`src/rtl/lc3_mem_arbiter.sv`:
```
// lc3_mem_arbiter
// Shares the LC-3 single-port main memory between the CPU MAR/MDR path and
// the loader/debug special port. One access at a time, round-robin on ties.
// The granted address, write data and write enable are registered and held
// for MEM_LAT cycles, then the owner gets a one-cycle acknowledge.
//
// Ports:
//   clk, reset                 rising-edge clock, synchronous active-low reset
//   cpu_req/we/addr/wdata      CPU request, held until cpu_ack
//   cpu_ack, cpu_rdata         CPU completion pulse and read data
//   spc_req/we/addr/wdata      special-port request, held until spc_ack
//   spc_ack, spc_rdata         special-port completion pulse and read data
//   mem_addr/wdata/we          registered memory controls
//   mem_rdata                  memory read data
//   busy                       high while an access is in flight (ACCESS, DONE)
//   owner                      current/last grantee (0 = CPU, 1 = special port)
//
// state  | meaning
// IDLE   | waiting for a request; arbitration happens here
// ACCESS | memory controls held stable for MEM_LAT cycles
// DONE   | one-cycle ack to the owner
module lc3_mem_arbiter #(
  parameter int ADDR_W  = 16,
  parameter int DATA_W  = 16,
  parameter int MEM_LAT = 1
) (
  input  logic              clk,
  input  logic              reset,
  input  logic              cpu_req,
  input  logic              cpu_we,
  input  logic [ADDR_W-1:0] cpu_addr,
  input  logic [DATA_W-1:0] cpu_wdata,
  output logic              cpu_ack,
  output logic [DATA_W-1:0] cpu_rdata,
  input  logic              spc_req,
  input  logic              spc_we,
  input  logic [ADDR_W-1:0] spc_addr,
  input  logic [DATA_W-1:0] spc_wdata,
  output logic              spc_ack,
  output logic [DATA_W-1:0] spc_rdata,
  output logic [ADDR_W-1:0] mem_addr,
  output logic [DATA_W-1:0] mem_wdata,
  output logic              mem_we,
  input  logic [DATA_W-1:0] mem_rdata,
  output logic              busy,
  output logic              owner
);

  typedef enum logic [1:0] {
    IDLE   = 2'd0,
    ACCESS = 2'd1,
    DONE   = 2'd2
  } state_t;

  localparam logic [3:0] CNT_INIT = 4'(MEM_LAT - 1);

  state_t     state;
  state_t     state_nx;
  logic [3:0] cnt;
  logic       we_q;
  logic       last_owner;
  logic       grant_any;
  logic       grant_spc;

  // On a tie the special port wins only when the CPU was served last.
  assign grant_any = cpu_req | spc_req;
  assign grant_spc = spc_req & (~cpu_req | ~last_owner);

  // State register
  always_ff @(posedge clk) begin
    if (!reset) begin
      state <= IDLE;
    end else begin
      state <= state_nx;
    end
  end

  // Next-state logic
  always_comb begin
    state_nx = state;
    case (state)
      IDLE:    if (grant_any) state_nx = ACCESS;
      ACCESS:  if (cnt == 4'd0) state_nx = DONE;
      DONE:    state_nx = IDLE;
      default: state_nx = IDLE;
    endcase
  end

  // Outputs decoded from state
  always_comb begin
    busy    = (state == ACCESS) || (state == DONE);
    cpu_ack = (state == DONE) && !owner;
    spc_ack = (state == DONE) && owner;
  end

  // Datapath: grant latch, latency counter, read-data capture.
  // mem_we is cleared every cycle and only set on the grant edge of a write,
  // so it is high for exactly the first ACCESS cycle.
  always_ff @(posedge clk) begin
    if (!reset) begin
      mem_addr   <= '0;
      mem_wdata  <= '0;
      mem_we     <= 1'b0;
      we_q       <= 1'b0;
      cnt        <= 4'd0;
      owner      <= 1'b0;
      last_owner <= 1'b1;
      cpu_rdata  <= '0;
      spc_rdata  <= '0;
    end else begin
      mem_we <= 1'b0;
      case (state)
        IDLE: begin
          if (grant_any) begin
            mem_addr   <= grant_spc ? spc_addr  : cpu_addr;
            mem_wdata  <= grant_spc ? spc_wdata : cpu_wdata;
            we_q       <= grant_spc ? spc_we    : cpu_we;
            mem_we     <= grant_spc ? spc_we    : cpu_we;
            owner      <= grant_spc;
            last_owner <= grant_spc;
            cnt        <= CNT_INIT;
          end
        end
        ACCESS: begin
          if (cnt != 4'd0) begin
            cnt <= cnt - 4'd1;
          end else if (!we_q) begin
            if (owner) spc_rdata <= mem_rdata;
            else       cpu_rdata <= mem_rdata;
          end
        end
        default: ;
      endcase
    end
  end

endmodule

```
`config.mk`:
```
export PLATFORM = sky130hd
export DESIGN_NAME = lc3_mem_arbiter
export DESIGN_NICKNAME = d
export VERILOG_FILES = /design/src/rtl/lc3_mem_arbiter.sv
export SDC_FILE = /design/constraint.sdc
export NUM_CORES = 1
export LEC_CHECK = 0
export CORE_ASPECT_RATIO = 1.1
export CORE_UTILIZATION = 40
export DETAILED_ROUTE_END_ITERATION = 6
export HOLD_SLACK_MARGIN = 0.03
export PLACE_DENSITY = 0.86
export REMOVE_ABC_BUFFERS = 1
export SLEW_MARGIN = 10
export SYNTH_ARGS = -nofsm -noshare
export SYNTH_HDL_FRONTEND = slang
export SYNTH_SLANG_ARGS = --single-unit
```
`constraint.sdc`:
```
create_clock -name clk -period 2 [get_ports clk]
set_input_delay 0.4 -clock clk [delete_from_list [all_inputs] [get_ports clk]]
set_output_delay 0.4 -clock clk [all_outputs]
set_load 0.05 [all_outputs]
```
== Yosys cells after proc, flatten, opt, wreduce, memory -nomap -nowiden ==
Cells that the tools add are included.

* Input port bits: 86
* Flip-flop bits (word level): 74
* Logic and storage cells: 47
* Output and inout bits: 69

* Equal/unequal tests: 5
* Reduce and logical (&&, ||, !) cells: 14
* Multiplexer cells: 9
* Bitwise logic cells: 8
* Add/subtract/negate cells: 1

{| class="wikitable"
|+ Operator list
! cell !! count
|-
| $mux W16 || 2
|-
| $mux W4 || 2
|-
| $pmux W4 S2 || 1
|-
| $reduce_and A4 Y1 || 2
|-
| $reduce_and A3 Y1 || 2
|-
| $not A1 Y1 || 5
|-
| $logic_not A4 Y1 || 1
|-
| $mux W2 || 2
|-
| $ne A2 B2 Y1 const B || 2
|-
| $pmux W2 S2 || 1
|-
| $reduce_and A2 Y1 || 2
|-
| $reduce_bool A4 Y1 || 1
|-
| $sub A4 B1 Y4 const B || 1
|-
| $eq A2 B1 Y1 const B || 1
|-
| $eq A2 B2 Y1 const B || 1
|-
| $logic_and A1 B1 Y1 || 2
|-
| $logic_not A2 Y1 || 1
|-
| $ne A2 B1 Y1 const B || 1
|-
| $or A1 B1 Y1 || 2
|-
| $reduce_bool A2 Y1 || 1
|-
| $and A1 B1 Y1 || 1
|-
| $logic_not A1 Y1 || 1
|-
| $logic_or A1 B1 Y1 || 1
|-
| $mux W1 || 1
|}

== Longest topological paths before layout ==
Gate-level depths: netlist of run 1.

* Word-level depth: 4
* Mapped depth: 7
* Gate-level depth less buffers: 5

== Worst setup path before layout of run 1 ==
Ideal clock, no wire load.

* Kind: flip-flop to flip-flop
* From: register owner
* To: register spc_rdata[10]
* Required time: 1.881 ns
* Stages on the path, launching flop included: 6
* Period minus slack after synthesis: 1.779 ns
* Path buffers: 2
* Slack: 0.221 ns
* Data arrival time: 1.659 ns
* Setup time: 0.119 ns
* Path through: dfxtp_1 -> inv_2 -> or4_4 -> buf_6 -> buf_12 -> mux2i_1

* Cells in the longest elaborated chain, start to end: 1

{| class="wikitable"
|+ Ends and longest elaborated chain
! item !! RTL line !! RTL
|-
| start: declaration || 46 || <nowiki>output logic owner</nowiki>
|-
| start signal: assignment || 119 || <nowiki>owner <= grant_spc;</nowiki>
|-
| $reduce_and A4 Y1 (no line) || - ||
|-
| end signal: assignment || 128 || <nowiki>if (owner) spc_rdata <= mem_rdata;</nowiki>
|-
| end: declaration || 40 || <nowiki>output logic [DATA_W-1:0] spc_rdata,</nowiki>
|}

Every way passes these cells.
A chain may end at the register's enable or synchronous reset.

== Worst setup path after layout of run 1 ==
* From: register mem_addr[9]
* To: output port mem_addr[9]

{| class="wikitable"
|+ RTL lines
! item !! RTL line !! RTL
|-
| start: declaration || 41 || <nowiki>output logic [ADDR_W-1:0] mem_addr,</nowiki>
|-
| start signal: assignment || 115 || <nowiki>mem_addr <= grant_spc ? spc_addr : cpu_addr;</nowiki>
|}

No word-level cell between the ends.

==> results by group, run 1 <==
Routing
  – DRT Wirelength: 8576 um
  – Via count: 2990
  – Drt first pass iters: 6
  – 1st-iter DRT viols: 102
  – Routed WL per cell: roughly 14 um
  – Vias/cell: 5.042
  – Routed Antenna Nets: 0
  – Remaining DRCs: 0

Layout
  – Layout Nets: roughly 570
  – Share of cells above drive strength 1: 7.992%
  – Area grow syn2layout: 59.34%
  – Post-route cell area: 5050 sq um
  – Antenna Cells: 0

GRT
  – Overall Global Routing Usage: a little over a fifth
  – Largest net degree at the start of global routing: 65
  – Vias in the first global route: ~2900
  – Total grt overflow: 0
  – Antenna violations before repair: 0
  – First-pass GRT wire length: about 14000 um

Worst setup path
  – Max incr delay on CP: 0.82 ns
  – Top delay family on crit path: buffers and inverters
  – FF-to-FF End: spc_rdata[14]
  – CP Launch Type: register
  – CP Data Arrival Time: about 1.5 ns
  – Worst Reg-to-Reg Cells: 5
  – Bufs and invs on worst path: 1
  – CP endpoint kind: primary output
  – Reg2reg start: state[1]
  – Critical path class: register to primary output
  – Critical-path cell list: clkdlybuf4s50_1
  – FF-to-FF setup slack: just under 0.3 ns
  – Slowest stage cell, crit path: clkdlybuf4s50_1
  – Worst-path maximum fanout: 2
  – Required @ worst endpoint: around 1.6 ns

Timing
  – Worst Tran Pin Value: ~0.54 ns
  – Final Max Tran Viols: 0
  – Max-slew headroom: 63.62%
  – Final setup viols: 0
  – Tcrit/Tclk final: 95.94%
  – Minimum clock period: 1.919 ns
  – Hold_ws: 0.4572 ns
  – Peak Freq: 0.5211 GHz
  – Hold Vio Cnt, Final: 0
  – Final Skew: about 0.0085 ns
  – Unrepaired setup endpoints after global routing: false

Power
  – Sw Pwr: ~1.5 mW
  – Int Power: a little under 3 mW
  – Peak supply drop: roughly 0.42 mV
  – Clock Power Share: 29.5%
  – Comb power frac: between 30% and 40%
  – Leakage: approximately 2.0 nW
  – Cell area power density: around 880 nW/um^2
  – Seq pwr share: around two fifths
  – Sw frac: between 30 and 40%

Synth
  – Post-synth ARST share: 0%
  – Ys flop type: dfxtp_1
  – Post-synth EDFFs: 0
  – Ys Warns: 0
  – Post-synth top cells: dfxtp_1, mux2i_1, nand2_1
  – Post-synthesis register bit count: 74
  – Ranking of synthesized cells by area: dfxtp_1, mux2i_1, a21oi_1
  – Mapped Avg Cell Area: approximately 9.5 sq um
  – Unique masters post-synth: 39
  – Most numerous cell in the Yosys netlist: dfxtp_1
  – Sequential share of the synthesized area: 46.74%
  – Area leader, netlist: dfxtp_1
  – Cells after synthesis: roughly 330
  – Post-Syn Area: around 3200 sq um
  – Synth top area share: a little under half

Clocking
  – H-tree levels: 3
  – Resize count post-CTS: 0
  – Worst skew pair latency: about 0.34 ns
  – Clock transition at path regs: 0.08 ns
  – Sink count of the clock tree: 74
  – CTS tree: done
  – Hold_buf cts: 0
  – Postcts setup bufs: 0
  – Longest Clk Path Bufs: 2
  – TritonCTS buffer count: 9
  – CTS root buf: clkbuf_8

Worst hold path
  – Hold/Removal Path Class: register to register
  – Hold Path End: cpu_rdata[0]
  – Hold Path Depth: 2
  – Hold_sp: cpu_rdata[0]

Die
  – Width of the chip: roughly 87 um
  – Core area: approximately 7600 sq um
  – Die height: around 95 um
  – Io pins: between 150 and 200
  – Initial Util: 41.94%
  – Die area: around 8300 sq um
  – Row cnt: 33

Placed design
  – DP HPWL: 6157 um
  – Gpl congestion: 0.7906
  – Port buffer count: 154
  – Placed inst area: 4822 sq um

Run
  – Max Cap Violations: 0

Status
  – Status: complete, no violations
through the flow:
step	utilization [%]	std cells	setup slack, ns	power, mW	TNS, ns
final	66.83	593	0.08113	4.453	0
after CTS	66.83	593	0.06978	4.479	0
after global routing	66.83	593	0.01571	4.638	0
after global placement	63.82	577	0.1699	3.138	0
after floorplan	-	309	-1.344	2.577	-45.22
after detailed placement	63.82	577	0.1075	3.168	0
registers in the layout, summed over array words and instances (netlist names):
signal,count
mem_addr,16
cpu_rdata,16
cnt,4
we_q,1
owner,1
state,2
mem_we,1
mem_wdata,16
last_owner,1
spc_rdata,16
routing by layer:
metal	wire length (um)	track usage, %
met3	758	7.273
met2	4112	35.10
met5	0	0
met4	180	8.889
met1	3524	24.36
placed cells by master (no fill, tap or decap), drive strengths merged, types with 3 or more instances in the layout:
| master | n |
|---|---|
| a21oi | 38 |
| buf | 14 |
| clkbuf | 10 |
| clkdlybuf4s50 | 149 |
| clkinvlp | 4 |
| dfxtp | 74 |
| ha | 5 |
| inv | 6 |
| mux2i | 65 |
| nand2 | 50 |
| nor2 | 3 |
| o21ai | 37 |
power by group through the flow:
stage | logic (mW) | registers [mW] | clock network, mW
5_1_grt | 1.52 | 1.72 | 1.40
4_1_cts | 1.44 | 1.70 | 1.34
3_5_place_dp | 1.44 | 1.73 | 0
2_1_floorplan | 0.379 | 2.20 | 0
6_report | 1.44 | 1.70 | 1.31
3_3_place_gp | 1.41 | 1.73 | 0
kinds of logic after synthesis:
family	Yosys count	share of synthesized area (%)
AO/OA/AOI/OAI	84	14.05
AND/OR/NAND/NOR	75	12.12
flip-flops	74	46.74
multiplexers	65	20.53
buffers and inverters	30	4.580
adder cells (fa/ha/maj)	5	1.974
worst max-delay path by stage:
stage | startpoint | cells past startpoint | slack [ns] | to
after detailed placement | cpu_req | 5 | 0.11 | mem_wdata[5]
after floorplan | spc_req | 3 | -1.34 | we_q
after global placement | cpu_req | 5 | 0.17 | mem_wdata[10]
after CTS | mem_addr[7] | 1 | 0.07 | mem_addr[7]
final | mem_addr[9] | 1 | 0.08 | mem_addr[9]
after global routing | mem_wdata[13] | 1 | 0.02 | mem_wdata[13]
cell type report:
| cell class | instances | area [sq um] |
|---|---|---|
| Inverter | 6 | 22.52 |
| Sequential cell | 74 | 1481 |
| Clock buffer | 10 | 137.6 |
| Fill cell | 602 | 2506 |
| Multi-Input combinational cell | 229 | 1555 |
| Clock inverter | 6 | 90.09 |
| Timing Repair Buffer | 163 | 1632 |
| Tap cell | 105 | 131.4 |
Note: power is estimated with default switching activity, not from simulation.
==> run 2: changes to the inputs <==
CAP_MARGIN = 20   (was unset)
==> results of run 2 <==
No change in the layout: final DEF, timing and power equal those of run 1.
